==> src/rtl/window_pkg.sv <==
// Shared types and constants for the 5x5 window serializer.
// Defines pixel geometry, FSM state encoding and the row-index type.
package window_pkg;

    localparam int WIN_DIM = 5;
    localparam int PIX_W   = 8;
    localparam int WIN_PIX = WIN_DIM * WIN_DIM;

    typedef enum logic {
        IDLE = 1'b0,
        EMIT = 1'b1
    } state_t;

    typedef logic [2:0] row_t;

    localparam row_t LAST_ROW = 3'd4;

endpackage

==> src/rtl/window_serializer_5x5_controller.sv <==
// Sequencing for the window serializer: IDLE/EMIT FSM, row counter and the
// per-frame window counter that produces done_o.
module window_serializer_5x5_controller
    import window_pkg::*;
#(
    parameter int ROWS = 7,
    parameter int COLS = 7
) (
    input  logic clk,
    input  logic rst,
    input  logic valid_i,
    output logic ready_o,
    output logic accept_o,
    output logic valid_o,
    output logic last_o,
    output logic done_o,
    output row_t row_o
);

    localparam int FRAME_LEN = ROWS * COLS;
    localparam int CNT_W     = $clog2(FRAME_LEN + 1);
    localparam logic [CNT_W-1:0] FRAME_END = CNT_W'(FRAME_LEN - 1);

    state_t           r_state;
    state_t           w_state_nxt;
    row_t             r_row;
    row_t             w_row_nxt;
    logic [CNT_W-1:0] r_frame;
    logic [CNT_W-1:0] w_frame_nxt;
    logic             w_last;
    logic             w_ready;
    logic             w_accept;
    logic             w_done;

    // Handshake and frame-boundary decode from registered state only.
    always_comb begin
        w_last   = (r_state == EMIT) && (r_row == LAST_ROW);
        w_ready  = (r_state == IDLE) || w_last;
        w_accept = valid_i && w_ready;
        w_done   = w_last && (r_frame == FRAME_END);
    end

    // Next-state logic for the FSM, row counter and frame counter.
    always_comb begin
        w_state_nxt = r_state;
        w_row_nxt   = r_row;
        w_frame_nxt = r_frame;
        case (r_state)
            IDLE: begin
                if (w_accept) begin
                    w_state_nxt = EMIT;
                    w_row_nxt   = 3'd0;
                end else begin
                    w_state_nxt = IDLE;
                    w_row_nxt   = 3'd0;
                end
            end
            EMIT: begin
                if (r_row != LAST_ROW) begin
                    w_row_nxt = r_row + 3'd1;
                end else if (w_accept) begin
                    w_row_nxt = 3'd0;
                end else begin
                    w_state_nxt = IDLE;
                    w_row_nxt   = 3'd0;
                end
            end
            default: begin
                w_state_nxt = IDLE;
                w_row_nxt   = 3'd0;
            end
        endcase
        // The increment that completes the frame wraps straight back to zero.
        if (w_done) begin
            w_frame_nxt = '0;
        end else if (w_last) begin
            w_frame_nxt = r_frame + 1'b1;
        end else begin
            w_frame_nxt = r_frame;
        end
    end

    // State, row and frame registers with synchronous reset.
    always_ff @(posedge clk) begin
        if (rst) begin
            r_state <= IDLE;
            r_row   <= 3'd0;
            r_frame <= '0;
        end else begin
            r_state <= w_state_nxt;
            r_row   <= w_row_nxt;
            r_frame <= w_frame_nxt;
        end
    end

    assign ready_o  = w_ready;
    assign accept_o = w_accept;
    assign valid_o  = (r_state == EMIT);
    assign last_o   = w_last;
    assign done_o   = w_done;
    assign row_o    = r_row;

endmodule

==> src/rtl/window_serializer_5x5.sv <==
// Captures a 25-pixel window and replays it as five 5-pixel rows, one per
// clock, using the controller's row select to drive a per-column row mux.
module window_serializer_5x5
    import window_pkg::*;
#(
    parameter int ROWS = 7,
    parameter int COLS = 7
) (
    input  logic             clk,
    input  logic             rst,
    input  logic [PIX_W-1:0] d0_i,
    input  logic [PIX_W-1:0] d1_i,
    input  logic [PIX_W-1:0] d2_i,
    input  logic [PIX_W-1:0] d3_i,
    input  logic [PIX_W-1:0] d4_i,
    input  logic [PIX_W-1:0] d5_i,
    input  logic [PIX_W-1:0] d6_i,
    input  logic [PIX_W-1:0] d7_i,
    input  logic [PIX_W-1:0] d8_i,
    input  logic [PIX_W-1:0] d9_i,
    input  logic [PIX_W-1:0] d10_i,
    input  logic [PIX_W-1:0] d11_i,
    input  logic [PIX_W-1:0] d12_i,
    input  logic [PIX_W-1:0] d13_i,
    input  logic [PIX_W-1:0] d14_i,
    input  logic [PIX_W-1:0] d15_i,
    input  logic [PIX_W-1:0] d16_i,
    input  logic [PIX_W-1:0] d17_i,
    input  logic [PIX_W-1:0] d18_i,
    input  logic [PIX_W-1:0] d19_i,
    input  logic [PIX_W-1:0] d20_i,
    input  logic [PIX_W-1:0] d21_i,
    input  logic [PIX_W-1:0] d22_i,
    input  logic [PIX_W-1:0] d23_i,
    input  logic [PIX_W-1:0] d24_i,
    input  logic             valid_i,
    output logic             ready_o,
    output logic [PIX_W-1:0] p0_o,
    output logic [PIX_W-1:0] p1_o,
    output logic [PIX_W-1:0] p2_o,
    output logic [PIX_W-1:0] p3_o,
    output logic [PIX_W-1:0] p4_o,
    output logic [2:0]       row_o,
    output logic             valid_o,
    output logic             last_o,
    output logic             done_o
);

    logic [PIX_W-1:0] w_din [WIN_PIX];
    logic [PIX_W-1:0] r_win [WIN_PIX];
    logic [PIX_W-1:0] w_pix [WIN_DIM];
    logic             w_accept;
    row_t             w_row;

    assign w_din = '{d0_i,  d1_i,  d2_i,  d3_i,  d4_i,
                     d5_i,  d6_i,  d7_i,  d8_i,  d9_i,
                     d10_i, d11_i, d12_i, d13_i, d14_i,
                     d15_i, d16_i, d17_i, d18_i, d19_i,
                     d20_i, d21_i, d22_i, d23_i, d24_i};

    window_serializer_5x5_controller #(
        .ROWS (ROWS),
        .COLS (COLS)
    ) u_ctrl (
        .clk      (clk),
        .rst      (rst),
        .valid_i  (valid_i),
        .ready_o  (ready_o),
        .accept_o (w_accept),
        .valid_o  (valid_o),
        .last_o   (last_o),
        .done_o   (done_o),
        .row_o    (w_row)
    );

    // Window register: cleared on reset, loaded only on an accepted window.
    always_ff @(posedge clk) begin
        if (rst) begin
            for (int i = 0; i < WIN_PIX; i++) begin
                r_win[i] <= '0;
            end
        end else if (w_accept) begin
            for (int i = 0; i < WIN_PIX; i++) begin
                r_win[i] <= w_din[i];
            end
        end
    end

    // Per-column 5:1 row mux selected by the current row index.
    always_comb begin
        for (int c = 0; c < WIN_DIM; c++) begin
            w_pix[c] = '0;
            case (w_row)
                3'd0:    w_pix[c] = r_win[c];
                3'd1:    w_pix[c] = r_win[5 + c];
                3'd2:    w_pix[c] = r_win[10 + c];
                3'd3:    w_pix[c] = r_win[15 + c];
                3'd4:    w_pix[c] = r_win[20 + c];
                default: w_pix[c] = '0;
            endcase
        end
    end

    assign p0_o  = w_pix[0];
    assign p1_o  = w_pix[1];
    assign p2_o  = w_pix[2];
    assign p3_o  = w_pix[3];
    assign p4_o  = w_pix[4];
    assign row_o = w_row;

endmodule

==> config.mk <==
export PLATFORM = sky130hd
export DESIGN_NAME = window_serializer_5x5
export DESIGN_NICKNAME = d
export VERILOG_FILES = /design/src/rtl/window_pkg.sv /design/src/rtl/window_serializer_5x5_controller.sv /design/src/rtl/window_serializer_5x5.sv
export SDC_FILE = /design/constraint.sdc
export NUM_CORES = 1
export LEC_CHECK = 0
export CORE_ASPECT_RATIO = 0.9
export CORE_MARGIN = 2
export CORE_UTILIZATION = 48
export CTS_CLUSTER_SIZE = 40
export DETAILED_ROUTE_END_ITERATION = 16
export GPL_ROUTABILITY_DRIVEN = 0
export PLACE_DENSITY = 0.8
export REMOVE_ABC_BUFFERS = 1
export SYNTH_ARGS = -nofsm -noshare
export SYNTH_HDL_FRONTEND = slang
export SYNTH_SLANG_ARGS = --single-unit
==> constraint.sdc <==
create_clock -name clk -period 9.55 [get_ports clk]
set_input_delay 2.3875 -clock clk [delete_from_list [all_inputs] [get_ports clk]]
set_output_delay 2.3875 -clock clk [all_outputs]
set_load 0.005 [all_outputs]
# Word-level counts from Yosys, hierarchy flattened
# Memories as Yosys holds them, arrays and structs flattened.
# Index checks and enable logic that the tools add are counted.
totals:
  n_memories: 1
  ram_bits: 200
  in_bits: 203
  reg_bits: 10
op_classes:
  muxes: 39
  bitwise_logic: 26
  n_eq_ne: 6
  n_reduce_logical: 6
  add_sub_neg: 2
mem_list:
  columns: ["memory", "words", "word_bits", "read_ports", "rd_ports_with_merged_regs", "wr", "line", "rtl"]
  rows:
  - ["r_win", 25, 8, 25, 0, 25, "window_serializer_5x5.sv:50", "logic [PIX_W-1:0] r_win [WIN_PIX];"]
op_table:
  columns: ["op", "count"]
  rows:
  - ["8-bit 2-to-1 mux", 25]
  - ["8-bit one-hot mux with 5 select lines", 5]
  - ["1-bit bitwise OR", 25]
  - ["6-bit by 1-bit adder with 6-bit output (second input constant)", 1]
  - ["3-bit by 2-bit equality test with 1-bit output (second input constant)", 2]
  - ["6-bit equality test (second input constant)", 1]
  - ["1-bit 2-to-1 mux", 6]
  - ["3-bit one-hot mux with 2 select lines", 1]
  - ["3-bit by 1-bit adder with 3-bit output (second input constant)", 1]
  - ["3-bit by 1-bit equality test with 1-bit output (second input constant)", 1]
  - ["3-bit equality test (second input constant)", 1]
  - ["1-bit logical AND", 3]
  - ["3-bit logical NOT", 1]
  - ["3-bit 2-to-1 mux", 1]
  - ["3-bit inequality test (second input constant)", 1]
  - ["1-bit one-hot mux with 2 select lines", 1]
  - ["2-bit OR reduction", 1]
  - ["1-bit logical OR", 1]
  - ["1-bit NOT", 1]

# Logic depth before layout (Yosys ltp)
# Gate-level depths: netlist of the first run.
depth:
  ltp_word: 8
  mapped_depth: 9

# By module
# From an unflattened synthesis of the first run, not the netlist that was laid out.
unflattened:
  cells_unflattened: 675
  hier_area_um2: 9544.2
modules_own_cells:
  columns: ["module", "n_inst", "seq_area_each_um2", "area_each_um2", "cells_per_inst"]
  rows:
  - ["window_serializer_5x5", 1, 6005.8, 9048.7, 620]
  - ["window_serializer_5x5_controller", 1, 200.2, 495.5, 55]

# Least setup slack after synthesis of the first run
# OpenSTA, ideal clock, no wires.
synth_path:
  kind: "input -> register"
  from: "input port rst"
  to: "memory r_win[0][0] (enable)"
  setup_slack_ps: 1487
  required_ps: 8954
  n_path_buf: 1
  t_arrival_ps: 7467
  cell_stages: 2
  cell_sequence: "clkbuf_1 nand2b_1"
synth_lines:
  columns: ["element", "line", "rtl"]
  rows:
  - ["start: declaration", "window_serializer_5x5.sv:10", "input logic rst,"]
  - ["end: declaration", "window_serializer_5x5.sv:50", null]

# Final worst setup path of the first run
layout_path:
  from: "register u_ctrl.r_row[0], in the netlist u_ctrl.row_o[0]"
  to: "output port p0_o[0]"
layout_via:
  elab_chain_cells: 2
layout_rtl:
  columns: ["element", "line", "rtl"]
  rows:
  - ["start: declaration", "window_serializer_5x5_controller.sv:26", "row_t r_row;"]
  - ["start signal: assignment", "window_serializer_5x5_controller.sv:91", "r_row <= w_row_nxt;"]
  - ["3-bit equality test, or another cell as far along", "window_serializer_5x5.sv:93", "case (w_row)"]
  - ["8-bit one-hot mux with 5 select lines *", "window_serializer_5x5.sv:93", null]
  - ["end: declaration", "window_serializer_5x5.sv:38", "output logic [PIX_W-1:0] p0_o,"]
# Mark *: on every way between the ends. The rest lies on a longest branch, timed or not.

==> results of run 1 <==
cells in the mapped netlist (2+ instances only):
master,count
nand2_1,6
ha_1,7
nor3_1,3
buf_2,4
buf_6,9
edfxtp_1,200
dfxtp_1,10
clkbuf_1,35
and2_1,145
nor2b_1,56
a21oi_1,7
a22oi_1,39
inv_1,6
nor2_1,3
o21ai_0,40
nand4_1,2
a222oi_1,40
nand3_1,5
power groups by stage:
stage               Clock, mW  Combinational [mW]  Sequential (mW)
floorplan                   0              0.0730             1.13
global placement            0               0.220             1.12
detailed placement          0               0.223             1.13
CTS                     0.774               0.225             1.11
global route            0.805               0.241             1.11
finish                  0.760               0.222             1.11
sequential cells by signal (all words and copies together) (netlist names):
name,flops
u_ctrl.row_o,3
u_ctrl.r_frame,6
u_ctrl.valid_o,1
r_win,200
area by class of cell:
class	instances	area, µm²	area share [%]
multi-input combinational	365	2500	20.5
inverter	7	26.3	0.215
clock buffer	27	591	4.84
timing repair buffer	254	2520	20.7
clock inverter	10	41.3	0.338
tap	245	307	2.51
sequential	210	6210	50.9
path summary, 6_finish.rpt:
path | to | slack [ns] | depth (start not counted)
worst min-delay path | u_ctrl.r_frame[4] | 0.50 | 2
worst min register to register | u_ctrl.r_frame[4] | 0.50 | 2
worst max register to register | r_win[23][2] | 6.33 | 7
worst max-delay path | p0_o[0] | 3.70 | 7
worst reg2reg max path: stages (launching register included):
cell and delay [ns]:
dfxtp_1 0.35, inv_1 0.10, ha_2 0.16, buf_4 0.51, a21bo_4 0.28, nand2_4 0.09
nand2b_4 0.36, buf_4 0.90
logic make-up after synthesis:
logic type      Yosys count  share of synthesized area, %
simple gates            228                          15.9
flops                   210                          69.2
compound gates          129                          10.7
buf+inv                  55                          3.11
fa+ha+maj                 7                         0.976
xor+xnor                  1                        0.0976
per-layer routing:
layer / part of all wire [%] / vias up
li1: - / 2834
met1: 40 / 2852
met2: 49 / 276
met3: 8.1 / 37
met4: 2.6 / 0
met5: 0 / -
through the flow:
step	cells	area [µm²]	hold WS, ns	util (%)	total power [mW]
4_1_cts	1118	12200	0.497	66.5	2.11
3_5_place_dp	1081	11600	0.488	63.1	1.35
6_report	1118	12200	0.501	66.5	2.09
2_1_floorplan	582	8720	0.461	-	1.20
5_1_grt	1118	12200	0.535	66.5	2.16
3_3_place_gp	1081	11600	0.482	63.1	1.34
==> flow_metrics.env, run 1 <==
export IMPL_final_antenna_net_count=0
export IMPL_wire_per_inst_um=19.0
export IMPL_yosysTopAreaCell="edfxtp_1"
export IMPL_placementRows=47
export IMPL_grtUsageMet3_pct=3.94
export IMPL_hpwl_um=13000
export IMPL_clk_path_buf_depth=3
export IMPL_final_common_cell="clkdlybuf4s50_1"
export IMPL_crit_fanout=44
export IMPL_tns_ns=0
export IMPL_crit_path_max_incr_delay_ns=0.89
export IMPL_cts_resized=0
export IMPL_dp_slack_ns=4.22
export IMPL_rsz0062_at_grt="no"
export IMPL_fillers=1361
export IMPL_hold_path_class="flop to flop"
export IMPL_vias_per_cell=5.37
export IMPL_area_growth_pct=36.0
export IMPL_cts_sinks=210
export IMPL_period_minus_slack_ns=5.85
export IMPL_grt_max_degree=87
export IMPL_postCtsHoldBufs=0
export IMPL_vdd_drop_max_uv=121
export IMPL_end_kind="output pin"
export IMPL_yosysWarningCount=0
export IMPL_yosys_register_bits=210
export IMPL_drt_initial_drc_count=476
export IMPL_drive_gt1_share_pct=5.04
export IMPL_status="finished clean"
export IMPL_grt_pass1_wl_um=32600
export IMPL_hold_violations=0
export IMPL_worstSkewPairLatency_ns=0.49
export IMPL_clkTransAtPathRegs_ns=0.06
export IMPL_die_y_um=134
export IMPL_crit_buf_inv=3
export IMPL_core_area_mm2=0.0183
export IMPL_syn_inst=630
export IMPL_finalCritPeriodShare_pct=61.2
export IMPL_die_area_mm2=0.0198
export IMPL_met1_usage_pct=28.0
export IMPL_synth_area_leaders="edfxtp_1 67%, and2_1 10%, a222oi_1 4.5%, nor2b_1 3.9%, a22oi_1 3.3%"
export IMPL_startpoint="u_ctrl.row_o[0]"
export IMPL_rr_startpoint="u_ctrl.row_o[0]"
export IMPL_synth_sequential_area_ratio_pct=69.2
export IMPL_fmax_mhz=171
export IMPL_path_cells="inv_1 > ha_2 > buf_4 > and2_2 > a22oi_1 > o21ai_0 > clkdlybuf4s50_1"
export IMPL_cap_viol_max_count=0
export IMPL_seqPwrFrac_pct=53.0
export IMPL_switchingPower_mw=0.434
export IMPL_setup_ws_ns=3.70
export IMPL_finClkSkew_ns=0.00524
export IMPL_worst_path_max_delay_cell="and2_2"
export IMPL_track_usage_pct=21.3
export IMPL_p_sw_share_pct=20.8
export IMPL_cp_required_ns=7.16
export IMPL_n_antenna_cell=0
export IMPL_grt_ovfl_total=0
export IMPL_setup_violations_final=0
export IMPL_nNetsFinal=1070
export IMPL_slew_headroom_pct=27.0
export IMPL_cellLeakagePower_nw=4.40
export IMPL_root_buffer="clkbuf_16"
export IMPL_ys_flop_type="edfxtp_1"
export IMPL_p_per_area_mw_per_mm2=171
export IMPL_vias=5999
export IMPL_fp_dieW_um=148
export IMPL_mostFrequentLayoutCells="248 x clkdlybuf4s50_1, 200 x edfxtp_1, 144 x and2_1"
export IMPL_antenna_found_initial=0
export IMPL_critPathTopFamily="buffers and inverters"
export IMPL_cp_data_arrival_time_ns=3.46
export IMPL_drc=0
export IMPL_start_util_pct=48.9
export IMPL_power_frac_clock_pct=36.3
export IMPL_tightest_slew_ns=1.10
export IMPL_synthArstFlopShare_pct=0
export IMPL_drtPass1Iterations=6
export IMPL_synth_top_area_share_pct=66.9
export IMPL_io_buffers=249
export IMPL_min_from="u_ctrl.r_frame[4]"
export IMPL_startpoint_type="flop"
export IMPL_avgSynthCellArea_um2=14.2
export IMPL_cts_tree="yes"
export IMPL_htreeDepth=1
export IMPL_synth_area_mm2=0.00897
export IMPL_grtUsageMet2_pct=36.5
export IMPL_internal_power_mw=1.66
export IMPL_routed_wl_um=21200
export IMPL_synth_cell_types=31
export IMPL_synth_edff_count=200
export IMPL_combPwrFrac_pct=10.6
export IMPL_slew_violations=0
export IMPL_cts_buffers=22
export IMPL_ioPinCount=250
export IMPL_grt_pass1_vias=6127
export IMPL_cts_setup_buffers=0
export IMPL_busiest_layer="met2"
export IMPL_worst_setup_path_type="flop to output pin"
(Power assumes the default switching activity.)
==> run 2: changes to the inputs <==
==> constraint.sdc (replaced) <==
create_clock -name clk -period 5.8 [get_ports clk]
set_input_delay 1.45 -clock clk [delete_from_list [all_inputs] [get_ports clk]]
set_output_delay 1.45 -clock clk [all_outputs]
set_load 0.005 [all_outputs]
==> flow_metrics.env, run 2 (synthesis results as in run 1) <==
export IMPL_cp_depth=4
export IMPL_root_buffer="clkbuf_16"
export IMPL_cellLeakagePower_nw=4.49
export IMPL_path_cells="and2_2 > a22oi_1 > o21ai_0 > clkdlybuf4s50_1"
export IMPL_drive_gt1_share_pct=6.60
export IMPL_min_from="u_ctrl.r_frame[1]"
export IMPL_hold_depth=2
export IMPL_setup_violations_final=0
export IMPL_drt_initial_drc_count=568
export IMPL_rsz0062_at_grt="no"
export IMPL_core_area_mm2=0.0183
export IMPL_utilization_pct=67.6
export IMPL_crit_path_max_incr_delay_ns=1.00
export IMPL_cap_viol_max_count=0
export IMPL_wire_per_inst_um=19.3
export IMPL_cts_buffers=22
export IMPL_startpoint="u_ctrl.row_o[2]"
export IMPL_hold_violations=0
export IMPL_multiInputGateArea_mm2=0.00250
export IMPL_cts_setup_buffers=0
export IMPL_n_antenna_cell=0
export IMPL_crit_buf_inv=1
export IMPL_area_growth_pct=38.2
export IMPL_critPathTopFamily="flip-flops"
export IMPL_die_area_mm2=0.0198
export IMPL_layout_cells_non_filler=1124
export IMPL_drc=0
export IMPL_mostFrequentLayoutCells="248 x clkdlybuf4s50_1, 200 x edfxtp_1, 144 x and2_1"
export IMPL_cts_sinks=210
export IMPL_finalCritPeriodShare_pct=83.6
export IMPL_vias_per_cell=5.36
export IMPL_antenna_found_initial=0
export IMPL_largest_register="r_win"
export IMPL_post_place_cells=1084
export IMPL_nNetsFinal=1073
export IMPL_cp_required_ns=4.35
export IMPL_io_buffers=249
export IMPL_clk_path_buf_depth=3
export IMPL_rr_startpoint="u_ctrl.row_o[0]"
export IMPL_routed_wl_um=21600
export IMPL_endpoint="p3_o[7]"
export IMPL_clkTransAtPathRegs_ns=0.06
export IMPL_tns_ns=0
export IMPL_worstSkewPairLatency_ns=0.50
export IMPL_cts_resized=0
export IMPL_end_kind="output pin"
export IMPL_largest_register_ff_count=200
export IMPL_cp_data_arrival_time_ns=3.40
export IMPL_grt_ovfl_total=0
export IMPL_htreeDepth=1
export IMPL_worstReg2RegEnd="r_win[6][2]"
export IMPL_final_antenna_net_count=0
export IMPL_final_common_cell="clkdlybuf4s50_1"
export IMPL_track_usage_pct=21.8
export IMPL_slew_headroom_pct=24.9
export IMPL_postCtsHoldBufs=0
export IMPL_slew_violations=0
export IMPL_fmax_mhz=206
export IMPL_vias=6023
export IMPL_reg2reg_depth=7
export IMPL_cts_tree="yes"
export IMPL_finClkSkew_ns=0.00779
export IMPL_p_per_area_mw_per_mm2=300
export IMPL_hpwl_um=13300
export IMPL_grt_pass1_wl_um=33100
export IMPL_tightest_slew_ns=1.13
export IMPL_fp_dieW_um=148
export IMPL_grt_max_degree=71
export IMPL_startpoint_type="flop"
export IMPL_worst_setup_path_type="flop to output pin"
export IMPL_worst_path_max_delay_cell="dfxtp_2"
export IMPL_die_y_um=134
export IMPL_ioPinCount=250
export IMPL_drtPass1Iterations=6
export IMPL_crit_fanout=46
export IMPL_hold_path_class="flop to flop"
export IMPL_grt_pass1_vias=6168
export IMPL_fillers=1334
export IMPL_placementRows=47
export IMPL_seqCellArea_mm2=0.00621
export IMPL_status="finished clean"
export IMPL_period_minus_slack_ns=4.85
export IMPL_reg2reg_slack_ns=2.71
export IMPL_start_util_pct=48.9
export IMPL_vdd_drop_max_uv=205
==> run 2: cell count changes in the layout (fill, tap and decap cells not counted) <==
| cell | previous run | this run |
|---|---|---|
| clkinvlp_4 | 0 | 2 |
| clkinv_1 | 7 | 3 |
| clkbuf_1 | 4 | 0 |
| clkinv_4 | 0 | 1 |
| inv_6 | 0 | 2 |
| bufinv_16 | 0 | 5 |
| inv_8 | 0 | 1 |
| buf_4 | 5 | 8 |
==> run 2: tightest hold or removal path, cell delays in order (launching register included) <==
cell and delay (ns):
dfxtp_1 0.34, nand2_1 0.07, a21oi_1 0.05
==> run 2: layout make-up <==
type                            instances  share of cell area [%]
Clock inverter                         17                    1.85
Timing Repair Buffer                  257                    20.5
Inverter                                7                   0.212
Multi-Input combinational cell        365                    20.2
Clock buffer                           23                    4.64
Sequential cell                       210                    50.1
Tap cell                              245                    2.47
==> run 2: how the worst min path moves through the flow <==
stage | end | slack (ns)
2_1_floorplan | u_ctrl.r_frame[4] | 0.46
3_3_place_gp | u_ctrl.r_frame[4] | 0.49
3_5_place_dp | u_ctrl.r_frame[4] | 0.50
4_1_cts | u_ctrl.r_frame[1] | 0.51
5_1_grt | u_ctrl.r_frame[0] | 0.53
6_report | u_ctrl.r_frame[1] | 0.51
==> run 2: metrics by stage <==
stage	setup slack, ns	area [µm²]	power, mW	hold slack (ns)
final	0.949	12400	3.72	0.509
after global routing	0.759	12400	3.86	0.534
after CTS	0.850	12400	3.76	0.511
after detailed placement	1.41	11600	2.23	0.502
after global placement	1.46	11600	2.22	0.486
after floorplan	-1.05	8720	1.98	0.461
==> run 2: routing by layer <==
layer	routed length (µm)	share of wire, %	GRT usage [%]	up-vias
met2	10800	50	37.8	278
li1	-	-	-	2843
met5	0	0	0	-
met1	8400	39	27.9	2875
met4	408	1.9	5.45	0
met3	1990	9.2	4.79	27
==> run 2: report_power, final <==
| group | switching, mW | total (mW) | internal, mW |
|---|---|---|---|
| sequential | 0.0353 | 1.82 | 1.79 |
| combinational | 0.144 | 0.367 | 0.223 |
| clock | 0.581 | 1.53 | 0.952 |
